$ cat src/rtl/glove_pkg.sv
// Shared definitions for the glove event path: event codes, drain FSM states,
// and a saturating 16-bit accumulator used by the drop counter.
package glove_pkg;

    localparam logic [7:0] EV_UP           = 8'd0;
    localparam logic [7:0] EV_DOWN         = 8'd1;
    localparam logic [7:0] EV_LEFT         = 8'd2;
    localparam logic [7:0] EV_RIGHT        = 8'd3;
    localparam logic [7:0] EV_CLICK        = 8'd4;
    localparam logic [7:0] EV_SCROLL_UP    = 8'd6;
    localparam logic [7:0] EV_SCROLL_DN    = 8'd7;
    localparam logic [7:0] EV_RESET_CURSOR = 8'd8;

    typedef enum logic [1:0] {
        IDLE  = 2'd0,
        ISSUE = 2'd1,
        ACK   = 2'd2,
        BUSY  = 2'd3
    } drain_state_t;

    function automatic logic [15:0] sat_add16(input logic [15:0] base, input logic [15:0] inc);
        logic [16:0] sum;
        sum = {1'b0, base} + {1'b0, inc};
        return sum[16] ? 16'hFFFF : sum[15:0];
    endfunction

endpackage

$ cat src/rtl/glove_event_scheduler_byte_fifo.sv
// Byte FIFO with extra-MSB pointers so all DEPTH slots are usable;
// the head entry is presented combinationally on rd_data.
module byte_fifo #(
    parameter int W      = 8,
    parameter int DEPTH  = 64,
    parameter int ADDR_W = $clog2(DEPTH)
) (
    input  logic              clk,
    input  logic              rst_n,
    input  logic              wr_en,
    input  logic [W-1:0]      wr_data,
    input  logic              rd_en,
    output logic [W-1:0]      rd_data,
    output logic              full,
    output logic              empty,
    output logic [ADDR_W:0]   level
);
    localparam int PW = ADDR_W + 1;

    logic [W-1:0]  mem_q [DEPTH];
    logic [PW-1:0] wr_ptr_q;
    logic [PW-1:0] rd_ptr_q;
    logic          wr_ok_s;
    logic          rd_ok_s;

    assign empty   = (wr_ptr_q == rd_ptr_q);
    assign full    = (wr_ptr_q[ADDR_W] != rd_ptr_q[ADDR_W]) &&
                     (wr_ptr_q[ADDR_W-1:0] == rd_ptr_q[ADDR_W-1:0]);
    assign level   = wr_ptr_q - rd_ptr_q;
    assign wr_ok_s = wr_en && !full;
    assign rd_ok_s = rd_en && !empty;
    assign rd_data = mem_q[rd_ptr_q[ADDR_W-1:0]];

    // Storage array; contents are don't-care until written, so no reset.
    always_ff @(posedge clk) begin
        if (wr_ok_s) begin
            mem_q[wr_ptr_q[ADDR_W-1:0]] <= wr_data;
        end
    end

    // Pointer update; wraps naturally modulo 2*DEPTH.
    always_ff @(posedge clk or negedge rst_n) begin
        if (!rst_n) begin
            wr_ptr_q <= '0;
            rd_ptr_q <= '0;
        end else begin
            if (wr_ok_s) wr_ptr_q <= wr_ptr_q + PW'(1);
            if (rd_ok_s) rd_ptr_q <= rd_ptr_q + PW'(1);
        end
    end

endmodule

$ cat src/rtl/glove_event_scheduler.sv
// Latches per-source event pulses, arbitrates them round-robin into a byte
// FIFO and drains the FIFO to the UART with a send/ready handshake.
module glove_event_scheduler
    import glove_pkg::*;
#(
    parameter int N_REQ       = 5,
    parameter int CODE_W      = 8,
    parameter int DEPTH       = 64,
    parameter int ADDR_W      = $clog2(DEPTH),
    parameter int ACK_TIMEOUT = 8
) (
    input  logic                    clk,
    input  logic                    rst,
    input  logic [N_REQ-1:0]        req,
    input  logic [N_REQ*CODE_W-1:0] req_code,
    input  logic                    enable,
    input  logic                    uart_ready,
    output logic                    uart_send,
    output logic [CODE_W-1:0]       uart_data,
    output logic [ADDR_W:0]         fifo_level,
    output logic [15:0]             drop_count,
    output logic                    busy
);
    localparam int RR_W  = (N_REQ > 1) ? $clog2(N_REQ) : 1;
    localparam int TMR_W = $clog2(ACK_TIMEOUT + 1);

    logic [N_REQ-1:0]  pending_q, pending_d;
    logic [CODE_W-1:0] code_q [N_REQ];
    logic [CODE_W-1:0] code_d [N_REQ];
    logic [15:0]       drop_q, drop_d;
    logic [RR_W-1:0]   rr_q;
    logic              gnt_valid_s;
    logic [RR_W-1:0]   gnt_idx_s;
    logic [15:0]       drop_inc_s;

    drain_state_t      state_q;
    logic [TMR_W-1:0]  tmr_q;
    logic              send_q;
    logic [CODE_W-1:0] data_q;

    logic              fifo_full_s;
    logic              fifo_empty_s;
    logic              fifo_rd_s;
    logic [CODE_W-1:0] fifo_head_s;

    // Round-robin search from the slot after the last winner; a full FIFO blocks all grants.
    always_comb begin
        int idx_v;
        gnt_valid_s = 1'b0;
        gnt_idx_s   = '0;
        idx_v       = 0;
        for (int k = 1; k <= N_REQ; k++) begin
            idx_v = (int'(rr_q) + k) % N_REQ;
            if (!gnt_valid_s && pending_q[idx_v] && !fifo_full_s) begin
                gnt_valid_s = 1'b1;
                gnt_idx_s   = RR_W'(idx_v);
            end else begin
                gnt_valid_s = gnt_valid_s;
            end
        end
    end

    // Pending latch next state: a granted slot re-arms if a new pulse arrives the same cycle.
    always_comb begin
        drop_inc_s = 16'd0;
        for (int i = 0; i < N_REQ; i++) begin
            pending_d[i] = pending_q[i];
            code_d[i]    = code_q[i];
            if (gnt_valid_s && (gnt_idx_s == RR_W'(i))) begin
                pending_d[i] = req[i];
            end else if (req[i] && pending_q[i]) begin
                drop_inc_s = drop_inc_s + 16'd1;
            end else begin
                pending_d[i] = pending_q[i];
            end
            if (req[i]) begin
                pending_d[i] = 1'b1;
                code_d[i]    = req_code[i*CODE_W +: CODE_W];
            end else begin
                code_d[i]    = code_q[i];
            end
        end
        drop_d = sat_add16(drop_q, drop_inc_s);
    end

    // Request-side state: pending flags, captured codes, drop counter, round-robin pointer.
    always_ff @(posedge clk or negedge rst) begin
        if (!rst) begin
            pending_q <= '0;
            drop_q    <= 16'd0;
            rr_q      <= '0;
            for (int i = 0; i < N_REQ; i++) code_q[i] <= '0;
        end else begin
            pending_q <= pending_d;
            drop_q    <= drop_d;
            for (int i = 0; i < N_REQ; i++) code_q[i] <= code_d[i];
            if (gnt_valid_s) rr_q <= gnt_idx_s;
        end
    end

    byte_fifo #(
        .W      (CODE_W),
        .DEPTH  (DEPTH),
        .ADDR_W (ADDR_W)
    ) u_fifo (
        .clk     (clk),
        .rst_n   (rst),
        .wr_en   (gnt_valid_s),
        .wr_data (code_q[gnt_idx_s]),
        .rd_en   (fifo_rd_s),
        .rd_data (fifo_head_s),
        .full    (fifo_full_s),
        .empty   (fifo_empty_s),
        .level   (fifo_level)
    );

    assign fifo_rd_s = (state_q == IDLE) && enable && uart_ready && !fifo_empty_s;

    // Drain FSM: one strobe per byte, then wait for ready to cycle low/high or time out.
    always_ff @(posedge clk or negedge rst) begin
        if (!rst) begin
            state_q <= IDLE;
            tmr_q   <= '0;
            send_q  <= 1'b0;
            data_q  <= '0;
        end else begin
            case (state_q)
                IDLE: begin
                    tmr_q <= '0;
                    if (fifo_rd_s) begin
                        data_q  <= fifo_head_s;
                        send_q  <= 1'b1;
                        state_q <= ISSUE;
                    end else begin
                        send_q  <= 1'b0;
                    end
                end
                ISSUE: begin
                    send_q  <= 1'b0;
                    tmr_q   <= '0;
                    state_q <= ACK;
                end
                ACK: begin
                    send_q <= 1'b0;
                    if (!uart_ready) begin
                        tmr_q   <= '0;
                        state_q <= BUSY;
                    end else if (tmr_q == TMR_W'(ACK_TIMEOUT - 1)) begin
                        tmr_q   <= '0;
                        state_q <= IDLE;
                    end else begin
                        tmr_q   <= tmr_q + TMR_W'(1);
                    end
                end
                BUSY: begin
                    send_q <= 1'b0;
                    if (uart_ready) begin
                        state_q <= IDLE;
                    end else begin
                        state_q <= BUSY;
                    end
                end
                default: begin
                    send_q  <= 1'b0;
                    tmr_q   <= '0;
                    state_q <= IDLE;
                end
            endcase
        end
    end

    assign uart_send  = send_q;
    assign uart_data  = data_q;
    assign drop_count = drop_q;
    assign busy       = !fifo_empty_s || (|pending_q) || (state_q != IDLE);

endmodule

$ cat config.mk
export PLATFORM = sky130hd
export DESIGN_NAME = glove_event_scheduler
export DESIGN_NICKNAME = d
export VERILOG_FILES = /design/src/rtl/glove_pkg.sv /design/src/rtl/glove_event_scheduler_byte_fifo.sv /design/src/rtl/glove_event_scheduler.sv
export SDC_FILE = /design/constraint.sdc
export NUM_CORES = 1
export LEC_CHECK = 0
export BUFFER_PORTS_ARGS = -buffer_cell sky130_fd_sc_hd__buf_4
export CORE_UTILIZATION = 65
export DETAILED_ROUTE_END_ITERATION = 8
export GPL_TIMING_DRIVEN = 0
export PLACE_DENSITY = 0.82
export SYNTH_ARGS = -nofsm -noshare
export SYNTH_HDL_FRONTEND = slang
export SYNTH_SLANG_ARGS = --single-unit
$ cat constraint.sdc
create_clock -name clk -period 23.1 [get_ports clk]
set_input_delay 6.93 -clock clk [delete_from_list [all_inputs] [get_ports clk]]
set_output_delay 6.93 -clock clk [all_outputs]
set_load 0.005 [all_outputs]
== After elaboration in Yosys (flattened, before gate mapping) ==
Memories as Yosys holds them, arrays and structs flattened. A register that Yosys moved wholly into a read port is not among the register bits.
Index checks and enable logic that the tools add are counted.
W data, S select, Z words.

* Flip-flop bits (word level): 85
* Bits in writable memories: 512
* Bits of input ports: 49
* Output and inout bits: 33
* Logic and storage cells: 166
* Memories kept: 1

{| class="wikitable"
|+ Memories
! memory !! depth !! width !! rd ports !! clocked after memory_dff !! wr ports !! line !! text
|-
| u_fifo.mem_q || 64 || 8 || 1 || 1 || 1 || glove_event_scheduler_byte_fifo.sv:20 || <nowiki>logic [W-1:0] mem_q [DEPTH];</nowiki>
|}

* $add $sub $neg: 14
* Div/mod/pow operators: 5
* $lt $le $gt $ge: 6
* Eq/ne operators: 13
* Multiplexer cells: 61
* Bitwise logic cells: 1
* Reduce and logical (&&, ||, !) cells: 48

{| class="wikitable"
|+ Operators with widths
! operator !! number
|-
| $lt A32 B5 Y1 const B || 5
|-
| $mod A32 B4 Y32 const B || 5
|-
| $mux W16 || 9
|-
| $add A16 B1 Y16 const B || 4
|-
| $mux W1 || 30
|-
| $logic_and A1 B1 Y1 || 25
|-
| $bmux W8 S3 || 1
|-
| $add A16 B16 Y17 || 1
|-
| $mux W8 || 2
|-
| $bmux W1 S3 || 5
|-
| $mux W3 || 5
|-
| $add A7 B1 Y7 const B || 2
|-
| $reduce_bool A2 Y1 || 7
|-
| $add A3 B2 Y4 const B || 2
|-
| $add A3 B3 Y4 const B || 2
|-
| $mux W2 || 4
|-
| $mux W4 || 2
|-
| $pmux W2 S4 || 1
|-
| $pmux W4 S2 || 1
|-
| $eq A7 B7 Y1 || 1
|-
| $logic_not A1 Y1 || 7
|-
| $sub A7 B7 Y7 || 1
|-
| $eq A3 B2 Y1 const B || 2
|-
| $eq A6 B6 Y1 || 1
|-
| 20 further kinds || 23
|}

== Longest topological paths before layout ==
* Word-level depth: 40
* Depth in mapped cells: 48
* Mapped depth without buffers: 41

== Cells and area by module ==
Synthesis repeated with hierarchy kept, for this count alone.

* Cells, all modules: 1722
* Area, all modules: 26858.3 µm²

{| class="wikitable"
|+ Modules (own cells, without submodules)
! module !! times used !! cells an instance !! area each (µm²) !! sequential area each (µm²)
|-
| byte_fifo || 1 || 1074 || 20836.2 || 15725.1
|-
| glove_event_scheduler || 1 || 648 || 6022.0 || 1976.9
|}

== Worst setup path before layout ==
OpenSTA, ideal clock, no wires.

* Kind: input -> register
* Start point: input port req[0]
* End point: register drop_q[15], in the netlist drop_count[15]
* Arrival time: 11.334 ns
* Data required time: 22.975 ns
* Path slack: 11.641 ns
* Stages: 22
* Buffers on the path: 1
* Cell sequence: clkbuf_1 -> and3_1 -> ha_1 -> mux2i_2 -> inv_1 -> ha_1 -> mux2_2 -> ha_1 -> mux2i_4 -> inv_2 -> ha_1 -> mux2_2 -> ha_1 -> a21o_1 -> a21oi_1 -> o21bai_1 -> a21oi_1 -> nor2_1 -> and2_1 -> nor2b_1 -> nand4_1 -> mux2_2

* Cells in the longest elaborated chain, start to end: 17

{| class="wikitable"
|+ Ends and longest elaborated chain
! element !! line !! text
|-
| start, declared || glove_event_scheduler.sv:14 || <nowiki>input logic [N_REQ-1:0] req,</nowiki>
|-
| $logic_and A1 B1 Y1 * || glove_event_scheduler.sv:71 || <nowiki>end else if (req[i] && pending_q[i]) begin</nowiki>
|-
| $mux W1 * || glove_event_scheduler.sv:71 ||
|-
| $mux W1 * || glove_event_scheduler.sv:69 || <nowiki>if (gnt_valid_s && (gnt_idx_s == RR_W'(i))) begin</nowiki>
|-
| $add A16 B1 Y16 || glove_event_scheduler.sv:72 || <nowiki>drop_inc_s = drop_inc_s + 16'd1;</nowiki>
|-
| $mux W16 || glove_event_scheduler.sv:71 ||
|-
| $mux W16 * || glove_event_scheduler.sv:69 ||
|-
| $add A16 B1 Y16 || glove_event_scheduler.sv:72 ||
|-
| $mux W16 || glove_event_scheduler.sv:71 ||
|-
| [2 not listed] || - ||
|-
| $mux W16 || glove_event_scheduler.sv:71 ||
|-
| $mux W16 * || glove_event_scheduler.sv:69 ||
|-
| $add A16 B1 Y16 || glove_event_scheduler.sv:72 ||
|-
| $mux W16 || glove_event_scheduler.sv:71 ||
|-
| $mux W16 * || glove_event_scheduler.sv:69 ||
|-
| $add A16 B16 Y17 * || glove_pkg.sv:23 || <nowiki>sum = {1'b0, base} + {1'b0, inc};</nowiki>
|-
| $mux W16 * || glove_pkg.sv:24 || <nowiki>return sum[16] ? 16'hFFFF : sum[15:0];</nowiki>
|-
| named net drop_d[15] || glove_event_scheduler.sv:30 || <nowiki>logic [15:0] drop_q, drop_d;</nowiki>
|-
| end signal, assigned || glove_event_scheduler.sv:95 || <nowiki>drop_q <= drop_d;</nowiki>
|-
| end, declared || glove_event_scheduler.sv:30 ||
|}

Mark *: on every way through the listed nets, which the timed path passes. The rest lies on a longest branch.
A chain may end at the register's enable or synchronous reset.

== Final worst setup path ==
* Start point: register rr_q[0]
* End point: register drop_q[13], in the netlist drop_count[13]

* Cells in the longest elaborated chain, start to end: 40
* Elaborated cells between the ends (all ways): 73

{| class="wikitable"
|+ Ends and longest elaborated chain
! element !! line !! text
|-
| start, declared || glove_event_scheduler.sv:31 || <nowiki>logic [RR_W-1:0] rr_q;</nowiki>
|-
| start signal, assigned || glove_event_scheduler.sv:97 || <nowiki>if (gnt_valid_s) rr_q <= gnt_idx_s;</nowiki>
|-
| $add A3 B1 Y4 || glove_event_scheduler.sv:53 || <nowiki>idx_v = (int'(rr_q) + k) % N_REQ;</nowiki>
|-
| $mod A32 B4 Y32 || glove_event_scheduler.sv:53 ||
|-
| $bmux W1 S3 || glove_event_scheduler.sv:54 || <nowiki>if (!gnt_valid_s && pending_q[idx_v] && !fifo_full_s) begin</nowiki>
|-
| $mux W1 (not written as such) (2 in series) || glove_event_scheduler.sv:54 ||
|-
| $logic_and A1 B1 Y1 || glove_event_scheduler.sv:54 ||
|-
| $mux W1 || glove_event_scheduler.sv:54 ||
|-
| $logic_not A1 Y1 || glove_event_scheduler.sv:54 ||
|-
| $logic_and A1 B1 Y1 (2 in series) || glove_event_scheduler.sv:54 ||
|-
| [23 not listed] || - ||
|-
| $mux W16 || glove_event_scheduler.sv:71 ||
|-
| $mux W16 || glove_event_scheduler.sv:69 ||
|-
| $add A16 B1 Y16 || glove_event_scheduler.sv:72 ||
|-
| $mux W16 || glove_event_scheduler.sv:71 ||
|-
| $mux W16 * || glove_event_scheduler.sv:69 ||
|-
| $add A16 B16 Y17 * || glove_pkg.sv:23 ||
|-
| $mux W16 * || glove_pkg.sv:24 ||
|-
| named net drop_d[13] || glove_event_scheduler.sv:30 ||
|}

Mark *: on every way through the listed nets, which the timed path passes. The rest lies on a longest branch. The select of a mux whose other input is x is not followed.

==> results.md <==
- Status: finished clean
- Relative slew margins: 0.180
- Crit Path Max Fanout: 10
- R2R Path Start: rr_q[0]
- Crit-path max cell delay: 0.93 ns
- Synth Register Bits: 605
- Antenna violations before repair: 2
- Post-synth top flop: edfxtp_1
- Multiplexer share of the synthesized area: 0.179
- Post-Route WL: 65300 um
- Clock tree buffer depth: 3
- Routed len/inst: 29.5 um
- Area Overhead vs Synth: 13.4%
- EDFF count, synth: 512
- Hold Startpoint: uart_data[5]
- Syn avg cell area: 17.7 um^2
- Data arrival, critical path: 12.97 ns
- Crit-path slowest cell: clkbuf_1
- Xor/xnor share of the synthesized area: 0.0129
- WHS Path Cells: 2
- Starting Density: 0.660
- Number of port buffers: 77
- Vias in the first global route: 15300
- CTS tree: done
- Total gr overflow: 0
- Largest family of logic cells by synthesized area: multiplexers
- Area share of fa/ha/maj cells after synthesis: 0.0229
- Simple-gate portion of the synthesized area: 0.0535
- Final HPWL DP: 41100 um
- Final #Nets: 1732
- FF+latch area: 17700 um^2
- Setup TNS Final: 0 ns
- Worst setup SP type: flip-flop
- Crit Path Category: reg -> reg
- H-Tree Depth: 2
- Final min period: 12.45 ns
- Drt pass-1 iters: 6
- Reg2reg end: drop_count[13]
- Clk pin slew, worst setup/hold paths: 0.06 ns
- Final hold viol count: 0
- Die Area: 41200 um^2
- Hold Path End: uart_data[5]
- CP endpoint kind: flip-flop
- Synth Net Count: 1581
- Reg2Reg Depth: 44
- Synthesized cell area: 26300 um^2
- Global-route wire length before repair: 96100 um
- Worst min path class: reg -> reg
- Total number of vias: 15200
- Clk_skew: 0.0369 ns
- ANT nets after route: 0
- Vias per cell: 6.86
- Post-CTS Setup Bufs: 0
- DRT iter0 DRCs: 1613
- MaxCap Viol Count: 0
- Reg2reg setup slack: 10.65 ns
- Synth Warn #: 0
- Global router's overall resource usage: 0.325
- Slew @ Worst Pin: 1.23 ns
- I/O Pins: 82
- Max Clk Rate: 80.3 MHz
- Clock Latency Late Sink: 0.64 ns
- Die width: 203 um
- Residual DRC: 0
- Mapped Cells: 1486
- Largest net degree at the start of global routing: 94
- Gp weighted congestion: 0.879
- Fillers: 2158
- Final Max Tran Viols: 0
- Final setup violation count: 0
- Asr flop ratio synth: 0.154
- Yosys cell types: 87
- Worst path most repeated cell: ha_1
- Height of the die: 203 um
- CTS Buf Count: 59
- Root buf cell: clkbuf_16
- Synth Area in Compound Gates: 0.0398
- Seq/Total Area, Yosys: 0.674
- RSZ-0062 raised after global routing: false
- # resized after CTS: 0
- Clock sinks: 605
- Multi-input gate area: 8230 um^2
- Final Cycle Share: 0.539
- Area of the core: 39800 um^2
- Dpl cell area: 27900 um^2
- Row cnt: 73
- Final Cell Area: 29800 um^2
- Share of cells above drive strength 1: 0.266
- WP data required: 23.62 ns
- CTS Hold Buffers Added: 0
-- cells in the mapped netlist, drive strengths merged, types with 20 or more instances --
master	number	share of area
o21ai	22	0.0042
clkbuf	55	0.0079
nand3	20	0.0038
a21oi	24	0.0049
mux4	169	0.14
inv	49	0.0070
dfrtp	93	0.089
edfxtp	512	0.59
mux2	50	0.021
ha	44	0.021
buf	23	0.0038
nor2	98	0.014
nand2	76	0.011
xnor2	26	0.0092
mux2i	31	0.012
-- critical path: cells and delay by family, from the launching register on --
kind	cells	cell delay, ns
adders and majority gates	8	2.64
muxes	4	0.88
AOI/OAI and AO/OA	9	1.84
and+or+nand+nor	13	3.20
DFF	1	0.44
buffers and inverters	10	3.30
-- placed cells by master, fill, tap and decap left out, types with 5 or more instances in the layout --
cell	n
clkbuf_16	59
clkinv_1	13
nor4_1	8
buf_4	79
o21ai_0	21
inv_1	43
buf_1	17
nand4_1	13
xor2_1	11
inv_2	6
o21a_1	5
clkinv_2	17
mux2_2	50
a21o_1	12
a31oi_1	6
nor2b_1	8
dfrtp_1	93
or3_1	7
nor2_1	98
nand2_1	76
nor3_1	10
mux2i_1	29
nand2b_1	9
nand3b_1	5
xnor2_1	24
o221ai_4	8
a22oi_1	5
edfxtp_1	512
ha_1	44
nand3_1	20
clkbuf_1	67
buf_16	9
mux4_2	169
a21oi_1	22
or2_2	7
-- stage by stage --
stage,hold slack (ns),setup WS (ns),util,std cells
4_1_cts,0.480,10.73,0.747,2210
3_5_place_dp,0.465,10.80,0.702,2100
3_3_place_gp,0.461,10.87,0.691,2088
6_report,0.479,10.65,0.748,2212
2_1_floorplan,0.462,11.64,-,1486
5_1_grt,0.506,9.87,0.748,2211
-- layout make-up --
class | instances | share of cell area
tap | 525 | 0.0220
multi-input combinational | 754 | 0.276
clock inverter | 38 | 0.00953
inverter | 49 | 0.00617
buffer | 78 | 0.0102
timing repair buffer | 90 | 0.0302
sequential | 605 | 0.594
clock buffer | 72 | 0.0515
antenna | 1 | 0.0000840
-- worst max-delay path by stage --
| stage | startpoint | endpoint | slack, ns | cells after the start |
|---|---|---|---|---|
| after floorplan | req[0] | drop_count[15] | 11.64 | 22 |
| after global placement | req[0] | drop_count[13] | 10.87 | 24 |
| after detailed placement | req[0] | drop_count[13] | 10.80 | 24 |
| after CTS | rr_q[0] | drop_count[13] | 10.73 | 44 |
| after global routing | rr_q[0] | drop_count[13] | 9.87 | 46 |
| final | rr_q[0] | drop_count[13] | 10.65 | 44 |
-- layer usage --
metal  share of wire  vias to the layer above  global-route usage  routed length [um]
met2            0.51                      998               0.543               33200
li1                -                     6227                   -                   -
met4           0.050                        0               0.153                3290
met5               0                        -                   0                   0
met1            0.35                     7753               0.415               22700
met3           0.092                      205              0.0620                6040
-- cells by family after synthesis --
logic type	after synthesis
and+or+nand+nor	288
buffers and inverters	127
xor gates and xnor gates	37
AOI/OAI and AO/OA	132
muxes	250
DFF	605
adders and majority gates	47
-- flip-flops by register name (all words and copies together) (netlist names) --
register	cells
drop_count	16
u_fifo.wr_ptr_q	7
u_fifo.mem_q	512
uart_send	1
code_q	40
rr_q	3
uart_data	8
pending_q	5
u_fifo.rd_ptr_q	7
state_q	2
tmr_q	4
Power is not shown: default switching activity piles up to over one toggle a cycle in this logic, so the estimate is an artifact.
